File: src/rtl/bit_serializer.sv
// Parallel-to-serial shifter with a one-word holding register.
// Words stream out back to back on x with no gap cycles while a
// successor is available; x idles at IDLE_BIT otherwise.
module bit_serializer #(
    parameter int WIDTH     = 8,
    parameter bit MSB_FIRST = 1'b1,
    parameter bit IDLE_BIT  = 1'b1
) (
    input  logic             clk,
    input  logic             reset,
    input  logic [WIDTH-1:0] din,
    input  logic             din_valid,
    output logic             din_ready,
    output logic             x,
    output logic             x_valid,
    output logic             last,
    output logic             busy
);

    localparam int CW = $clog2(WIDTH);
    localparam logic [CW-1:0] CNT_LAST = CW'(WIDTH - 1);
    localparam logic [CW-1:0] CNT_PEN  = CW'(WIDTH - 2);

    typedef enum logic {S_IDLE, S_SHIFT} state_t;

    state_t           r_state;
    logic [WIDTH-1:0] r_shift;
    logic [WIDTH-1:0] r_hold;
    logic             r_full;
    logic [CW-1:0]    r_cnt;
    logic             r_x;
    logic             r_x_valid;
    logic             r_last;
    logic             r_busy;
    logic             r_ready;

    logic             w_accept;
    logic [WIDTH-1:0] w_load;

    // Bit that leaves first from a word in the configured order.
    function automatic logic first_bit(input logic [WIDTH-1:0] w);
        return MSB_FIRST ? w[WIDTH-1] : w[0];
    endfunction

    // Word with its outgoing bit removed, next bit moved into place.
    function automatic logic [WIDTH-1:0] advance(input logic [WIDTH-1:0] w);
        return MSB_FIRST ? {w[WIDTH-2:0], 1'b0} : {1'b0, w[WIDTH-1:1]};
    endfunction

    // Handshake and the word that reloads the shifter (held word wins).
    assign w_accept = din_valid & r_ready;
    assign w_load   = r_full ? r_hold : din;

    // The shifter holds the not-yet-sent bits; r_x is the bit on the wire.
    // All outputs are computed as next-state values so they stay registered.
    always_ff @(posedge clk) begin
        if (reset) begin
            r_state   <= S_IDLE;
            r_shift   <= '0;
            r_hold    <= '0;
            r_full    <= 1'b0;
            r_cnt     <= '0;
            r_x       <= IDLE_BIT;
            r_x_valid <= 1'b0;
            r_last    <= 1'b0;
            r_busy    <= 1'b0;
            r_ready   <= 1'b1;
        end else begin
            case (r_state)
                S_IDLE: begin
                    // Holding register is always empty here: load shifter directly.
                    r_last  <= 1'b0;
                    r_cnt   <= '0;
                    r_ready <= 1'b1;
                    if (w_accept) begin
                        r_shift   <= advance(din);
                        r_x       <= first_bit(din);
                        r_x_valid <= 1'b1;
                        r_busy    <= 1'b1;
                        r_state   <= S_SHIFT;
                    end else begin
                        r_x       <= IDLE_BIT;
                        r_x_valid <= 1'b0;
                        r_busy    <= 1'b0;
                    end
                end
                S_SHIFT: begin
                    if (r_cnt == CNT_LAST) begin
                        // Last bit on the wire: chain the next word with no gap.
                        r_last  <= 1'b0;
                        r_cnt   <= '0;
                        r_full  <= 1'b0;
                        r_ready <= 1'b1;
                        if (r_full || w_accept) begin
                            r_shift   <= advance(w_load);
                            r_x       <= first_bit(w_load);
                            r_x_valid <= 1'b1;
                            r_busy    <= 1'b1;
                        end else begin
                            r_x       <= IDLE_BIT;
                            r_x_valid <= 1'b0;
                            r_busy    <= 1'b0;
                            r_state   <= S_IDLE;
                        end
                    end else begin
                        r_shift   <= advance(r_shift);
                        r_x       <= first_bit(r_shift);
                        r_x_valid <= 1'b1;
                        r_last    <= (r_cnt == CNT_PEN);
                        r_cnt     <= r_cnt + CW'(1);
                        r_busy    <= 1'b1;
                        if (w_accept) begin
                            r_hold  <= din;
                            r_full  <= 1'b1;
                            r_ready <= 1'b0;
                        end
                    end
                end
                default: r_state <= S_IDLE;
            endcase
        end
    end

    assign din_ready = r_ready;
    assign x         = r_x;
    assign x_valid   = r_x_valid;
    assign last      = r_last;
    assign busy      = r_busy;

endmodule

File: config.mk
export PLATFORM = sky130hd
export DESIGN_NAME = bit_serializer
export DESIGN_NICKNAME = d
export VERILOG_FILES = /design/src/rtl/bit_serializer.sv
export SDC_FILE = /design/constraint.sdc
export NUM_CORES = 1
export LEC_CHECK = 0
export CAP_MARGIN = 10
export CORE_MARGIN = 5
export CORE_UTILIZATION = 51
export CTS_BUF_LIST = sky130_fd_sc_hd__clkbuf_16
export CTS_CLUSTER_SIZE = 20
export DETAILED_ROUTE_END_ITERATION = 10
export HOLD_SLACK_MARGIN = 0.03
export PLACE_DENSITY = 0.86
export SETUP_SLACK_MARGIN = 0.02
export SYNTH_ARGS = -nofsm -noshare
export SYNTH_HDL_FRONTEND = slang
export SYNTH_SLANG_ARGS = --single-unit
File: constraint.sdc
create_clock -name clk -period 2 [get_ports clk]
set_clock_uncertainty 0.15 [all_clocks]
set_input_delay 0.3 -clock clk [delete_from_list [all_inputs] [get_ports clk]]
set_output_delay 0.3 -clock clk [all_outputs]
set_load 0.03 [all_outputs]
==> summary.txt <==
Global route
  • Vias in the first global route: 842
  • First-pass GRT wire length: 3.663 mm
  • GRT overflow: 0
  • Initial antenna violation count: 0
  • Tot GR Track Use: 16.90%
  • Pin count of the biggest net entering global routing: 16

Clock network
  • Later-pin clock latency in the skew report: 0.25 ns
  • # clock sinks: 23
  • Cts hold-fix bufs: 0
  • Post-CTS Resized: 0
  • Clk slew on worst S/H paths: 0.06 ns
  • H-tree Lvls: 1
  • Clk root buf: clkbuf_16
  • Clock Path Buffers: 2
  • CTS tree: yes
  • TritonCTS buffer count: 3

Critical path
  • Crit-path cells: ha_1 > ha_1 > inv_1 > o21ai_4 > a221oi_1 > a311oi_1
  • Worst setup SP type: flip-flop
  • Crit path DAT: 1.85 ns
  • Crit-path most repeated cell: ha_1
  • Slowest CP cell: dfxtp_1
  • CP Class: reg -> reg
  • CP Capture Type: flip-flop
  • Max incr delay on CP: 0.36 ns
  • Worst EP required: 2.01 ns
  • CP Max Fanout: 7

Worst hold path
  • Hold Path Class: reg -> reg

Pwr
  • Pleak: 0.5092 nW
  • Cell area power density: 821.2 nW/um^2
  • Max rail drop VDD: 0.5077 mV
  • Pwr Total: 1.071 mW

Yosys
  • Gate Count Post-Synth: 123
  • Yosys reg bits: 23
  • Post-synthesis cell type count: 26
  • Post-synthesis simple-gate area fraction: 21.42%
  • Largest family of logic cells by synthesized area: simple AND/OR/NAND/NOR gates
  • Complex-gate fraction of the synthesized area: 20.94%
  • Syn nets: 138
  • Area share of the largest cell type after synthesis: 44.28%
  • Post-synthesis mux area share: 0.9627%
  • Synth Area in Adders: 4.813%
  • Syn avg cell area: 8.453 sq um
  • Largest cells by area after synthesis: dfxtp_1 (44%), nand2_1 (9.7%), a21oi_1 (5.3%), a211oi_1 (5.1%), a311oi_1 (5.1%)
  • XOR/XNOR Fraction of Synth Area: 0%
  • Yosys warns: 0
  • Area leader, netlist: dfxtp_1
  • Register area share after synthesis: 44.28%
  • Cell Area, Synth: 1040 sq um

Placement
  • Pre-CTS setup slack: 0.1573 ns
  • Placed cell areas: 1201 sq um
  • Port bufs: 15
  • Gpl congestion: 0.8172
  • DP HPWL: 1.583 mm

Layout
  • Area grow syn2layout: 25.39%
  • N_diodes: 0
  • Nets: 156
  • Reg area: 460.4 sq um
  • Share of cells above drive strength 1: 10.71%
  • Post-Layout Inst Area: 1304 sq um
  • Fillcell total: 171
  • Multi-input logic area: 509.2 sq um

Route
  • DRC viols: 0
  • Drt pass-1 iters: 4
  • DR iter-0 viols: 28
  • Antenna viol nets, final: 0
  • Via density: 5.569
  • WL final: 2.320 mm
  • Via count: 930
  • Drt wl/cell: 13.89 microns

STA
  • Tmin final: 1.837 ns
  • Rel. slew slack: 72.89%
  • Worst-Margin Slew: 0.4066 ns
  • Setup TNS: 0 ns
  • Hold Vio Cnt, Final: 0
  • Fin crit share: 91.87%
  • Fin. max-slew vios: 0
  • Peak Freq: 544.2 MHz
  • Setup-failing EPs final: 0
  • Unrepaired setup endpoints after global routing: false
  • Worst setup margin: 0.1626 ns

Floorplan
  • Total Die Area: 3042 sq um
  • Die H: 55.15 microns
  • Initial core utilization: 53.00%
  • Die W: 55.15 microns
  • Core Region: 1962 sq um
  • Site row count: 16
  • I/O pin total: 16

Run
  • Max-Cap Viols: 0

Outcome
  • Outcome: completed
per-layer routing:
layer,GRT usage (%),part of all wire [%],wire length (microns),vias up
li1,-,-,-,454
met4,6.073,0.99,23,0
met1,19.80,43,1004,441
met3,4.290,7.1,164,4
met2,29.53,49,1128,31
met5,0,0,0,-
what timing repair did:
item,4_1_cts,5_1_grt
setup endpoints to repair,0,6
setup buffers,0,2
endpoints found under the hold margin,0,0
flip-flops by register name, summed over array words and instances (netlist names):
register and count:
busy 1, din_ready 1, last 1, r_cnt 3, r_full 1, r_hold 8
r_shift 7, x 1
cells by family (layout without fill, tap and decap cells):
logic type | Yosys count | count (layout)
and+or+nand+nor | 48 | 48
AOI/OAI and AO/OA | 32 | 33
DFF | 23 | 23
buffers and inverters | 15 | 31
adders and majority gates | 4 | 4
muxes | 1 | 1
cells in the mapped netlist:
| cell type | instances |
|---|---|
| a22oi_1 | 1 |
| and2_1 | 2 |
| or2_2 | 2 |
| a211oi_1 | 7 |
| nand3b_1 | 1 |
| and3_1 | 1 |
| dfxtp_1 | 23 |
| a21oi_1 | 11 |
| nand2b_1 | 2 |
| nor2_1 | 5 |
| buf_2 | 3 |
| ha_1 | 4 |
| buf_4 | 3 |
| a221oi_1 | 1 |
| nor2_2 | 1 |
| nand4_1 | 1 |
| clkbuf_1 | 3 |
| inv_1 | 5 |
| nor3b_1 | 1 |
| mux2i_1 | 1 |
| o21ai_0 | 5 |
| nand2_1 | 27 |
| nor2b_1 | 5 |
| a311oi_1 | 6 |
| buf_6 | 1 |
| o21ai_4 | 1 |
critical path: cells and delay by family (launching register included):
kind,cells,cell delay [ns]
flops,1,0.36
compound gates,3,0.64
buf+inv,1,0.14
fa+ha+maj,2,0.45
cell type report:
class | instances | area share [%]
flip-flops and latches | 23 | 35.32
inverters | 5 | 1.440
clock buffers | 3 | 5.758
repair buffers | 22 | 15.55
multi-input cells | 86 | 39.06
well taps | 27 | 2.591
clock inverters | 1 | 0.2879
report_power, final:
| group | internal (mW) | total [mW] | switching [mW] |
|---|---|---|---|
| logic | 0.0725 | 0.153 | 0.0806 |
| registers | 0.485 | 0.503 | 0.0176 |
| clock network | 0.266 | 0.415 | 0.148 |
| total | 0.824 | 1.07 | 0.247 |
cells in the final DEF, fill, tap and decap left out, drive strengths merged, types with 5 or more instances in the layout:
cell type / n
inv: 6
nor2b: 5
a21oi: 11
dfxtp: 23
o21ai: 7
clkdlybuf4s50: 15
buf: 7
a211oi: 7
a311oi: 6
nand2: 27
nor2: 6
final timing paths:
check,startpoint,endpoint,slack [ns],cells after the start
setup / recovery,r_cnt[0]$_SDFF_PP0_,r_shift[6]$_SDFFE_PP0P_,0.16,6
hold / removal,r_cnt[0]$_SDFF_PP0_,r_cnt[0]$_SDFF_PP0_,0.30,1
hold reg to reg,r_cnt[0]$_SDFF_PP0_,r_cnt[0]$_SDFF_PP0_,0.30,1
setup reg to reg,r_cnt[0]$_SDFF_PP0_,r_shift[6]$_SDFFE_PP0P_,0.16,6
metrics by stage:
step                      util [%]  hold slack (ns)  instances
after global routing         66.45           0.3213        167
after floorplan                  -           0.2504        123
after CTS                    65.24           0.3026        164
final                        66.45           0.3037        167
after global placement       61.22           0.2759        160
after detailed placement     61.22           0.2896        160
No activity file was read; power rests on OpenSTA's default activity.
